<file path="config.mk">
export PLATFORM = sky130hd
export DESIGN_NAME = clk_en_gen_flat
export DESIGN_NICKNAME = d
export VERILOG_FILES = /design/src/rtl/clk_en_gen_if.sv /design/src/rtl/clk_en_gen.sv /design/src/flat_wrapper.sv
export SDC_FILE = /design/constraint.sdc
export NUM_CORES = 1
export LEC_CHECK = 0
export ABC_CLOCK_PERIOD_IN_PS = 10400
export BUFFER_PORTS_ARGS = -buffer_cell sky130_fd_sc_hd__buf_2
export CAP_MARGIN = 10
export CELL_PAD_IN_SITES_DETAIL_PLACEMENT = 0
export CELL_PAD_IN_SITES_GLOBAL_PLACEMENT = 1
export CORE_UTILIZATION = 50
export DETAILED_ROUTE_END_ITERATION = 6
export PLACE_DENSITY_LB_ADDON = 0.08
export SLEW_MARGIN = 30
export SYNTH_ARGS = -nofsm -noshare
export SYNTH_HDL_FRONTEND = slang
export SYNTH_SLANG_ARGS = --single-unit
</file>
<file path="constraint.sdc">
create_clock -name clk -period 10.4 [get_ports clk]
set_input_delay 2.08 -clock clk [delete_from_list [all_inputs] [get_ports clk]]
set_output_delay 2.08 -clock clk [all_outputs]
set_load 0.05 [all_outputs]
</file>
<file path="src/rtl/clk_en_gen_if.sv">
// Configuration and output bundle of the clock-enable generator.
// The master side programs divisors and consumes the enables;
// the slave side is the generator itself.
interface clk_en_gen_if #(
    parameter int NUM_CH    = 4,
    parameter int DIV_WIDTH = 16
);
    logic [NUM_CH*DIV_WIDTH-1:0] div_cfg;
    logic                        cfg_load;
    logic [NUM_CH-1:0]           ce;
    logic [NUM_CH-1:0]           clk_out;
    logic                        sys_rst;
    logic                        ready;

    modport master (
        output div_cfg, cfg_load,
        input  ce, clk_out, sys_rst, ready
    );

    modport slave (
        input  div_cfg, cfg_load,
        output ce, clk_out, sys_rst, ready
    );
endinterface

</file>
<file path="src/rtl/clk_en_gen.sv">
// Multi-channel clock-enable / divided-clock generator.
// Qualifies the DCM lock, sequences a system reset, then runs NUM_CH
// phase-aligned counters producing one-cycle enables and square waves.
module clk_en_gen #(
    parameter int                          NUM_CH      = 4,
    parameter int                          DIV_WIDTH   = 16,
    parameter logic [NUM_CH*DIV_WIDTH-1:0] DIV_DEFAULT = {NUM_CH{DIV_WIDTH'(2)}},
    parameter int                          LOCK_CYCLES = 1024
) (
    input  logic        clk,
    input  logic        rst_n,
    input  logic        locked_in,
    clk_en_gen_if.slave bus
);

    localparam int             LCW       = $clog2(LOCK_CYCLES);
    localparam logic [LCW-1:0] LOCK_LAST = LCW'(LOCK_CYCLES - 1);

    typedef enum logic [1:0] {WAIT_LOCK, STABLE, RUN} state_t;

    state_t                              state_q, state_nx;
    logic [LCW-1:0]                      lock_q, lock_nx;
    logic                                sync1, lk;
    logic                                sys_rst_q;
    logic [NUM_CH-1:0][DIV_WIDTH-1:0]    div_q, div_nx;
    logic [NUM_CH-1:0][DIV_WIDTH-1:0]    cnt_q, cnt_nx;
    logic [NUM_CH-1:0][DIV_WIDTH-1:0]    d_cur, d_new;
    logic [NUM_CH-1:0][DIV_WIDTH:0]      half;
    logic [NUM_CH-1:0]                   clk_out_q, clk_out_nx;
    logic [NUM_CH-1:0]                   ce_w;

    // Divisors 0 and 1 both mean divide-by-1, so d-1 never underflows.
    function automatic logic [DIV_WIDTH-1:0] eff_div(input logic [DIV_WIDTH-1:0] v);
        return (v < DIV_WIDTH'(2)) ? DIV_WIDTH'(1) : v;
    endfunction

    // Two-flop synchroniser for the asynchronous DCM lock.
    always_ff @(posedge clk or negedge rst_n) begin
        if (!rst_n) begin
            sync1 <= 1'b0;
            lk    <= 1'b0;
        end else begin
            sync1 <= locked_in;
            lk    <= sync1;
        end
    end

    // Lock qualification: LOCK_CYCLES consecutive locked cycles before RUN.
    always_comb begin
        state_nx = state_q;
        lock_nx  = '0;
        case (state_q)
            WAIT_LOCK: if (lk) state_nx = STABLE;
            STABLE: begin
                if (!lk)                    state_nx = WAIT_LOCK;
                else if (lock_q == LOCK_LAST) state_nx = RUN;
                else                        lock_nx  = lock_q + LCW'(1);
            end
            RUN:       if (!lk) state_nx = WAIT_LOCK;
            default:   state_nx = WAIT_LOCK;
        endcase
    end

    // State, lock counter and system reset share one edge.
    always_ff @(posedge clk or negedge rst_n) begin
        if (!rst_n) begin
            state_q   <= WAIT_LOCK;
            lock_q    <= '0;
            sys_rst_q <= 1'b1;
        end else begin
            state_q   <= state_nx;
            lock_q    <= lock_nx;
            sys_rst_q <= (state_nx != RUN);
        end
    end

    // Per-channel counters; any load or RUN entry/exit realigns all to 0.
    always_comb begin
        div_nx     = div_q;
        cnt_nx     = '0;
        d_cur      = '0;
        d_new      = '0;
        half       = '0;
        clk_out_nx = '0;
        ce_w       = '0;
        for (int i = 0; i < NUM_CH; i++) begin
            if (bus.cfg_load) div_nx[i] = bus.div_cfg[i*DIV_WIDTH +: DIV_WIDTH];
            d_cur[i] = eff_div(div_q[i]);
            d_new[i] = eff_div(div_nx[i]);
            if (bus.cfg_load || state_q != RUN || state_nx != RUN)
                cnt_nx[i] = '0;
            else if (cnt_q[i] == d_cur[i] - DIV_WIDTH'(1))
                cnt_nx[i] = '0;
            else
                cnt_nx[i] = cnt_q[i] + DIV_WIDTH'(1);
            // High for the first ceil(d/2) counts of each period.
            half[i]       = ({1'b0, d_new[i]} + (DIV_WIDTH+1)'(1)) >> 1;
            clk_out_nx[i] = (state_nx == RUN) && ({1'b0, cnt_nx[i]} < half[i]);
            ce_w[i]       = (state_q == RUN) && (cnt_q[i] == d_cur[i] - DIV_WIDTH'(1));
        end
    end

    // Channel registers; divisors survive lock loss, only rst_n restores defaults.
    always_ff @(posedge clk or negedge rst_n) begin
        if (!rst_n) begin
            div_q     <= DIV_DEFAULT;
            cnt_q     <= '0;
            clk_out_q <= '0;
        end else begin
            div_q     <= div_nx;
            cnt_q     <= cnt_nx;
            clk_out_q <= clk_out_nx;
        end
    end

    assign bus.ce      = ce_w;
    assign bus.clk_out = clk_out_q;
    assign bus.sys_rst = sys_rst_q;
    assign bus.ready   = ~sys_rst_q;

endmodule

</file>
<file path="src/flat_wrapper.sv">
// flat-port wrapper written by rule: the top's interface ports become plain ports
module clk_en_gen_flat 
#(
    parameter int                          NUM_CH      = 4,
    parameter int                          DIV_WIDTH   = 16,
    parameter logic [NUM_CH*DIV_WIDTH-1:0] DIV_DEFAULT = {NUM_CH{DIV_WIDTH'(2)}},
    parameter int                          LOCK_CYCLES = 1024
)
  (clk, rst_n, locked_in, bus_div_cfg, bus_cfg_load, bus_ce, bus_clk_out, bus_sys_rst, bus_ready);
  clk_en_gen_if #(.NUM_CH(NUM_CH), .DIV_WIDTH(DIV_WIDTH)) bus_i ();
  input  logic clk;
  input  logic rst_n;
  input  logic locked_in;
  input wire logic [$bits(bus_i.div_cfg)-1:0] bus_div_cfg;
  input wire logic [$bits(bus_i.cfg_load)-1:0] bus_cfg_load;
  output wire logic [$bits(bus_i.ce)-1:0] bus_ce;
  output wire logic [$bits(bus_i.clk_out)-1:0] bus_clk_out;
  output wire logic [$bits(bus_i.sys_rst)-1:0] bus_sys_rst;
  output wire logic [$bits(bus_i.ready)-1:0] bus_ready;
  assign bus_i.div_cfg = bus_div_cfg;
  assign bus_i.cfg_load = bus_cfg_load;
  assign bus_ce = bus_i.ce;
  assign bus_clk_out = bus_i.clk_out;
  assign bus_sys_rst = bus_i.sys_rst;
  assign bus_ready = bus_i.ready;
  clk_en_gen #(.NUM_CH(NUM_CH), .DIV_WIDTH(DIV_WIDTH), .DIV_DEFAULT(DIV_DEFAULT), .LOCK_CYCLES(LOCK_CYCLES)) u_core (.clk(clk), .rst_n(rst_n), .locked_in(locked_in), .bus(bus_i));
endmodule
</file>
Word-level counts from Yosys, hierarchy flattened --
Cells that the tools add are included.
Word-level totals: flip-flop bits (word level) 147, latch bits 0, RAM bits 0, ROM bits 0, input bits 68, output and inout port bits 10, memories 0
Cells by class: $add $sub $neg 13, multiply operators 0, divide/modulo/power cells 0, magnitude comparators 12, equality and inequality tests 10, shift operators 0, multiplexer cells 28, bitwise logic cells 1, reduce and logical (&&, ||, !) cells 11
Operator list (count):
- $mux 16 | 20
- $lt 16x2->1 const B | 8
- $add 16x1->17 const B | 4
- $add 16x1->16 const B | 4
- $eq 16x16->1 | 4
- $lt 16x16->1 | 4
- $sub 16x1->16 const B | 4
- $mux 10 | 3
- $add 10x1->10 const B | 1
- $eq 10x10->1 const B | 1
- $logic_and 1x1->1 | 8
- $mux 2 | 4
- $pmux 2 s3 | 1
- $eq 2x2->1 const B | 2
- $ne 2x2->1 const B | 2
- $eq 2x1->1 const B | 1
- $logic_not 2->1 | 1
- $logic_or 1x1->1 | 2
- $not 1->1 | 1

Logic depth before layout (Yosys ltp) --
depth in word-level cells 9, gate-level depth with buffers 22

Least setup slack after synthesis --
Ideal clock, no wire load.
path kind input to register, start input port bus_cfg_load, end register u_core.clk_out_q[0], in the netlist u_core.bus.clk_out[0], data arrival time 6.177 ns, required time 10.312 ns, path slack 4.135 ns, stages on the path 19, buffers on the path 4, path through buf_2 buf_1 buf_2 clkbuf_1 mux2i_1 nand4_1 nor4_1 a21o_1 ha_1 nor3b_1 xnor2_1 ha_1 a21o_1 a21o_1 a21oi_1 nor3_1 a2111oi_0 o211ai_1 a41oi_1
On the way: longest elaborated chain between the ends 6, elaborated cells between the ends (all ways) 9, classes of those cells 1 x add/sub; 2 x order compare; 3 x mux; 3 x reduce/logical
RTL lines:
- from (decl) | RTL line flat_wrapper.sv:15 | input wire logic [$bits(bus_i.cfg_load)-1:0] bus_cfg_load;
- $mux 16 | RTL line clk_en_gen.sv:87 | if (bus.cfg_load) div_nx[i] = bus.div_cfg[i*DIV_WIDTH +: DIV_WIDTH];
- $lt 16x2->1 | RTL line clk_en_gen.sv:34 | return (v < DIV_WIDTH'(2)) ? DIV_WIDTH'(1) : v;
- $mux 16 | RTL line clk_en_gen.sv:34
- $add 16x1->17 | RTL line clk_en_gen.sv:97 | half[i] = ({1'b0, d_new[i]} + (DIV_WIDTH+1)'(1)) >> 1;
- $lt 16x16->1 * | RTL line clk_en_gen.sv:98 | clk_out_nx[i] = (state_nx == RUN) && ({1'b0, cnt_nx[i]} < half[i]);
- $logic_and 1x1->1 * | RTL line clk_en_gen.sv:98
- net u_core.clk_out_nx[0] | RTL line clk_en_gen.sv:29 | logic [NUM_CH-1:0] clk_out_q, clk_out_nx;
- to (signal assigned) | RTL line clk_en_gen.sv:112 | clk_out_q <= clk_out_nx;
- to (decl) | RTL line clk_en_gen.sv:29
The timed path passes the listed nets; every way through them passes the cells marked *.

==> flow_summary.json <==
{
  "drv_slew": 0,
  "rr_worst_depth": 19,
  "netlist.area_leader.share_pct": 31.56,
  "clock-skew-final_ns": 0.009211,
  "final_cell_area_sq_mm": 0.01247,
  "async_flop_share_pct": 100.0,
  "cts_setup_buffers": 0,
  "drt-initial-drc-count": 580,
  "yosys.area.top_type": "dfrtp_1",
  "synth_flop_cell": "dfrtp_1",
  "violations": "design-rule violations",
  "fmax_ghz": 0.1521,
  "min_path_type": "flop to flop",
  "grt_pass1_wl_um": 48050,
  "cp.arrival_ns": 6.88,
  "rows": 54,
  "num_vias": 9452,
  "hpwlAfterDp_um": 22980,
  "synthCells": 1263,
  "synth_seq_cells": 147,
  "run_status": "finished with violations",
  "synth_edf_count": 0,
  "drc": 9,
  "areaGrowthSynthToFinish_pct": 10.76,
  "cts-resized-gates": 0,
  "crit_required_ns": 10.70,
  "clock-sinks": 147,
  "synth.area.top_cells": "dfrtp_1, xnor2_1, ha_1, xor2_1, mux2i_1",
  "start_util_pct": 51.28,
  "rr_endpoint": "u_core.bus.clk_out[0]$_DFF_PN0_",
  "root_buffer": "clkbuf_16",
  "swShare_pct": 29.27,
  "crit_type": "input pin to flop",
  "finalCritPeriodShare_pct": 63.23,
  "worst_pin_slew_ns": 0.7927,
  "synth_warnings": 0,
  "finalSetupViolations": 0,
  "cts_tree": "built",
  "grt_pass1_vias": 9201,
  "cpMaxStageDelayCell": "buf_4",
  "gr-total-overflow": 0,
  "r2r_setup_slack_ns": 4.76,
  "p_int_mw": 1.080,
  "dieArea_sq_mm": 0.02313,
  "pin_count": 78,
  "synth_cell_type_count": 78,
  "clk_pin_slew_ns": 0.06,
  "nets": 1470,
  "dpl_cell_area_sq_mm": 0.01189,
  "rsz0062_at_grt": "no",
  "maxCapViolCount": 0,
  "syn-cell-area_sq_mm": 0.01126,
  "startpoint": "bus_cfg_load",
  "core_area_sq_mm": 0.02196,
  "seq_power_share_pct": 42.6,
  "leakagePower_nw": 5.557,
  "antenna_found_initial": 0,
  "die_w_um": 152.1,
  "crit_path_cell_trace": "buf_4 -> buf_4 -> mux2i_1 -> inv_1 -> or4_1 -> nor4_1 -> or2_2 -> ha_1 -> nand4_1 -> nor2_1 -> nand2_1 -> xor2_1 -> ha_1 -> nand4_1 -> a2111oi_0 -> o41ai_1 -> nand4_1 -> a31oi_1 -> o21a_1",
  "cp-start-kind": "input pin",
  "fin_hold_ws_ns": 0.3832,
  "syn_nets": 1404,
  "layout-drive-gt1-share_pct": 12.37,
  "relSlewSlack_pct": 46.66,
  "clk_path_buf_depth": 2,
  "grtUsageTotal_pct": 26.16,
  "power_density_mw_per_mm2": 122.4,
  "p_switching_mw": 0.4469,
  "wl_um": 29330,
  "via_per_inst": 5.827,
  "cp_common_cell": "nand4_1",
  "max_stage_delay_ns": 0.65,
  "reg2reg_from": "u_core.div_q[2]$_DFF_PN0_",
  "gp_congestion": 0.8467,
  "htreeDepth": 4,
  "hold_violations": 0,
  "hold_buffers": 0,
  "die_y_um": 152.1,
  "wire_per_inst_um": 18.08,
  "ant_nets": 0,
  "clock_latency_ns": 0.42,
  "io_buffers": 77,
  "cp-end-kind": "flop",
  "crit_end": "u_core.bus.clk_out[1]$_DFF_PN0_",
  "finalSetupTns_ns": 0,
  "power_frac_clock_pct": 40.2,
  "peakVddDrop_mv": 0.1088,
  "diodes": 0,
  "grt_max_degree": 76,
  "numCtsBuffers": 17,
  "syn_avg_cell_area_sq_um": 8.916,
  "fin_crit_ns": 6.576,
  "pwr-share-comb_pct": 17.3,
  "crit_fanout": 50,
  "first_pass_iters": 7,
  "ys_seq_area_share_pct": 32.72
}
## per-layer routing
layer	vias to the layer above	wire length (um)	track usage, %
li1	4695	-	-
met1	4549	14350	37.19
met2	183	13550	42.61
met3	25	1096	3.109
met4	0	337	6.074
met5	-	0	0
## area by class of cell
type	count	area, sq um
Clock inverter	9	105.1
Timing Repair Buffer	85	457.9
Clock buffer	23	478.0
Fill cell	2020	9487
Inverter	70	262.8
Sequential cell	147	3685
Tap cell	280	350.3
Multi-Input combinational cell	1008	7133
## metrics by stage
| stage | total power, mW | utilization, % | instances | setup WS [ns] |
|---|---|---|---|---|
| floorplan | 0.8320 | - | 1263 | 4.135 |
| global placement | 0.9207 | 54.13 | 1590 | 3.563 |
| detailed placement | 0.9212 | 54.13 | 1590 | 3.466 |
| CTS | 1.538 | 56.78 | 1622 | 3.910 |
| global route | 1.602 | 56.80 | 1622 | 3.397 |
| finish | 1.527 | 56.80 | 1622 | 3.824 |
## sequential cells by signal, summed over array words and instances, names as in the netlist
register	count
u_core.bus.clk_out	4
u_core.bus.sys_rst	1
u_core.cnt_q	64
u_core.div_q	64
u_core.lk	1
u_core.lock_q	10
u_core.state_q	2
u_core.sync1	1
## synthesized netlist by cell type, types with 9 or more instances
library cell	n
nand3b_1	14
nand4_1	32
ha_1	73
o21ai_0	37
or4_1	13
xor2_1	74
or3_1	16
mux2i_1	51
nor3_1	74
and3_1	30
a21oi_1	29
or2_2	11
mux2_2	10
xnor2_1	105
nor2b_1	14
nand3_1	67
o21a_1	9
a21o_1	30
clkbuf_1	23
nand2_1	74
nor2_2	10
nor2_1	90
nor4_1	34
inv_1	70
dfrtp_1	142
## worst max-delay path, delay by kind of cell
kind                     cells  cell delay (ns)
XOR/XNOR                     1             0.15
buffers and inverters        3             1.17
AND/OR/NAND/NOR              8             1.68
adder cells (fa/ha/maj)      2             0.51
AO/OA/AOI/OAI                4             0.87
multiplexers                 1             0.33
## kinds of logic (layout without fill, tap and decap cells)
| logic type | after synthesis | count (layout) | synth area share, % |
|---|---|---|---|
| compound gates | 171 | 171 | 10.56 |
| flops | 147 | 147 | 32.72 |
| buf+inv | 108 | 187 | 3.933 |
| xor+xnor | 180 | 180 | 14.13 |
| fa+ha+maj | 73 | 73 | 8.111 |
| simple gates | 523 | 523 | 25.01 |
| mux | 61 | 61 | 5.533 |
## worst min path at each step
stage,start,endpoint,slack (ns),cells after the start
2_1_floorplan,u_core.sync1$_DFF_PN0_,u_core.lk$_DFF_PN0_,0.33,0
3_3_place_gp,u_core.sync1$_DFF_PN0_,u_core.lk$_DFF_PN0_,0.39,0
3_5_place_dp,u_core.sync1$_DFF_PN0_,u_core.lk$_DFF_PN0_,0.39,0
4_1_cts,u_core.sync1$_DFF_PN0_,u_core.lk$_DFF_PN0_,0.40,0
5_1_grt,u_core.sync1$_DFF_PN0_,u_core.lk$_DFF_PN0_,0.40,0
6_report,u_core.sync1$_DFF_PN0_,u_core.lk$_DFF_PN0_,0.38,0
## power groups by stage
stage	logic [mW]	clock network [mW]	registers, mW
2_1_floorplan	0.197	0	0.635
4_1_cts	0.265	0.625	0.648
3_5_place_dp	0.263	0	0.659
6_report	0.263	0.614	0.650
3_3_place_gp	0.262	0	0.659
5_1_grt	0.298	0.649	0.655
## placed cells by master, fill, tap and decap left out, types with 32 or more instances in the layout
cell type	n
buf_2	75
dfrtp_1	142
ha_1	73
inv_1	70
mux2i_1	51
nand2_1	74
nand3_1	67
nand4_1	32
nor2_1	90
nor3_1	74
nor4_1	34
o21ai_0	37
xnor2_1	105
xor2_1	74
No activity file was read; power rests on OpenSTA's default activity.
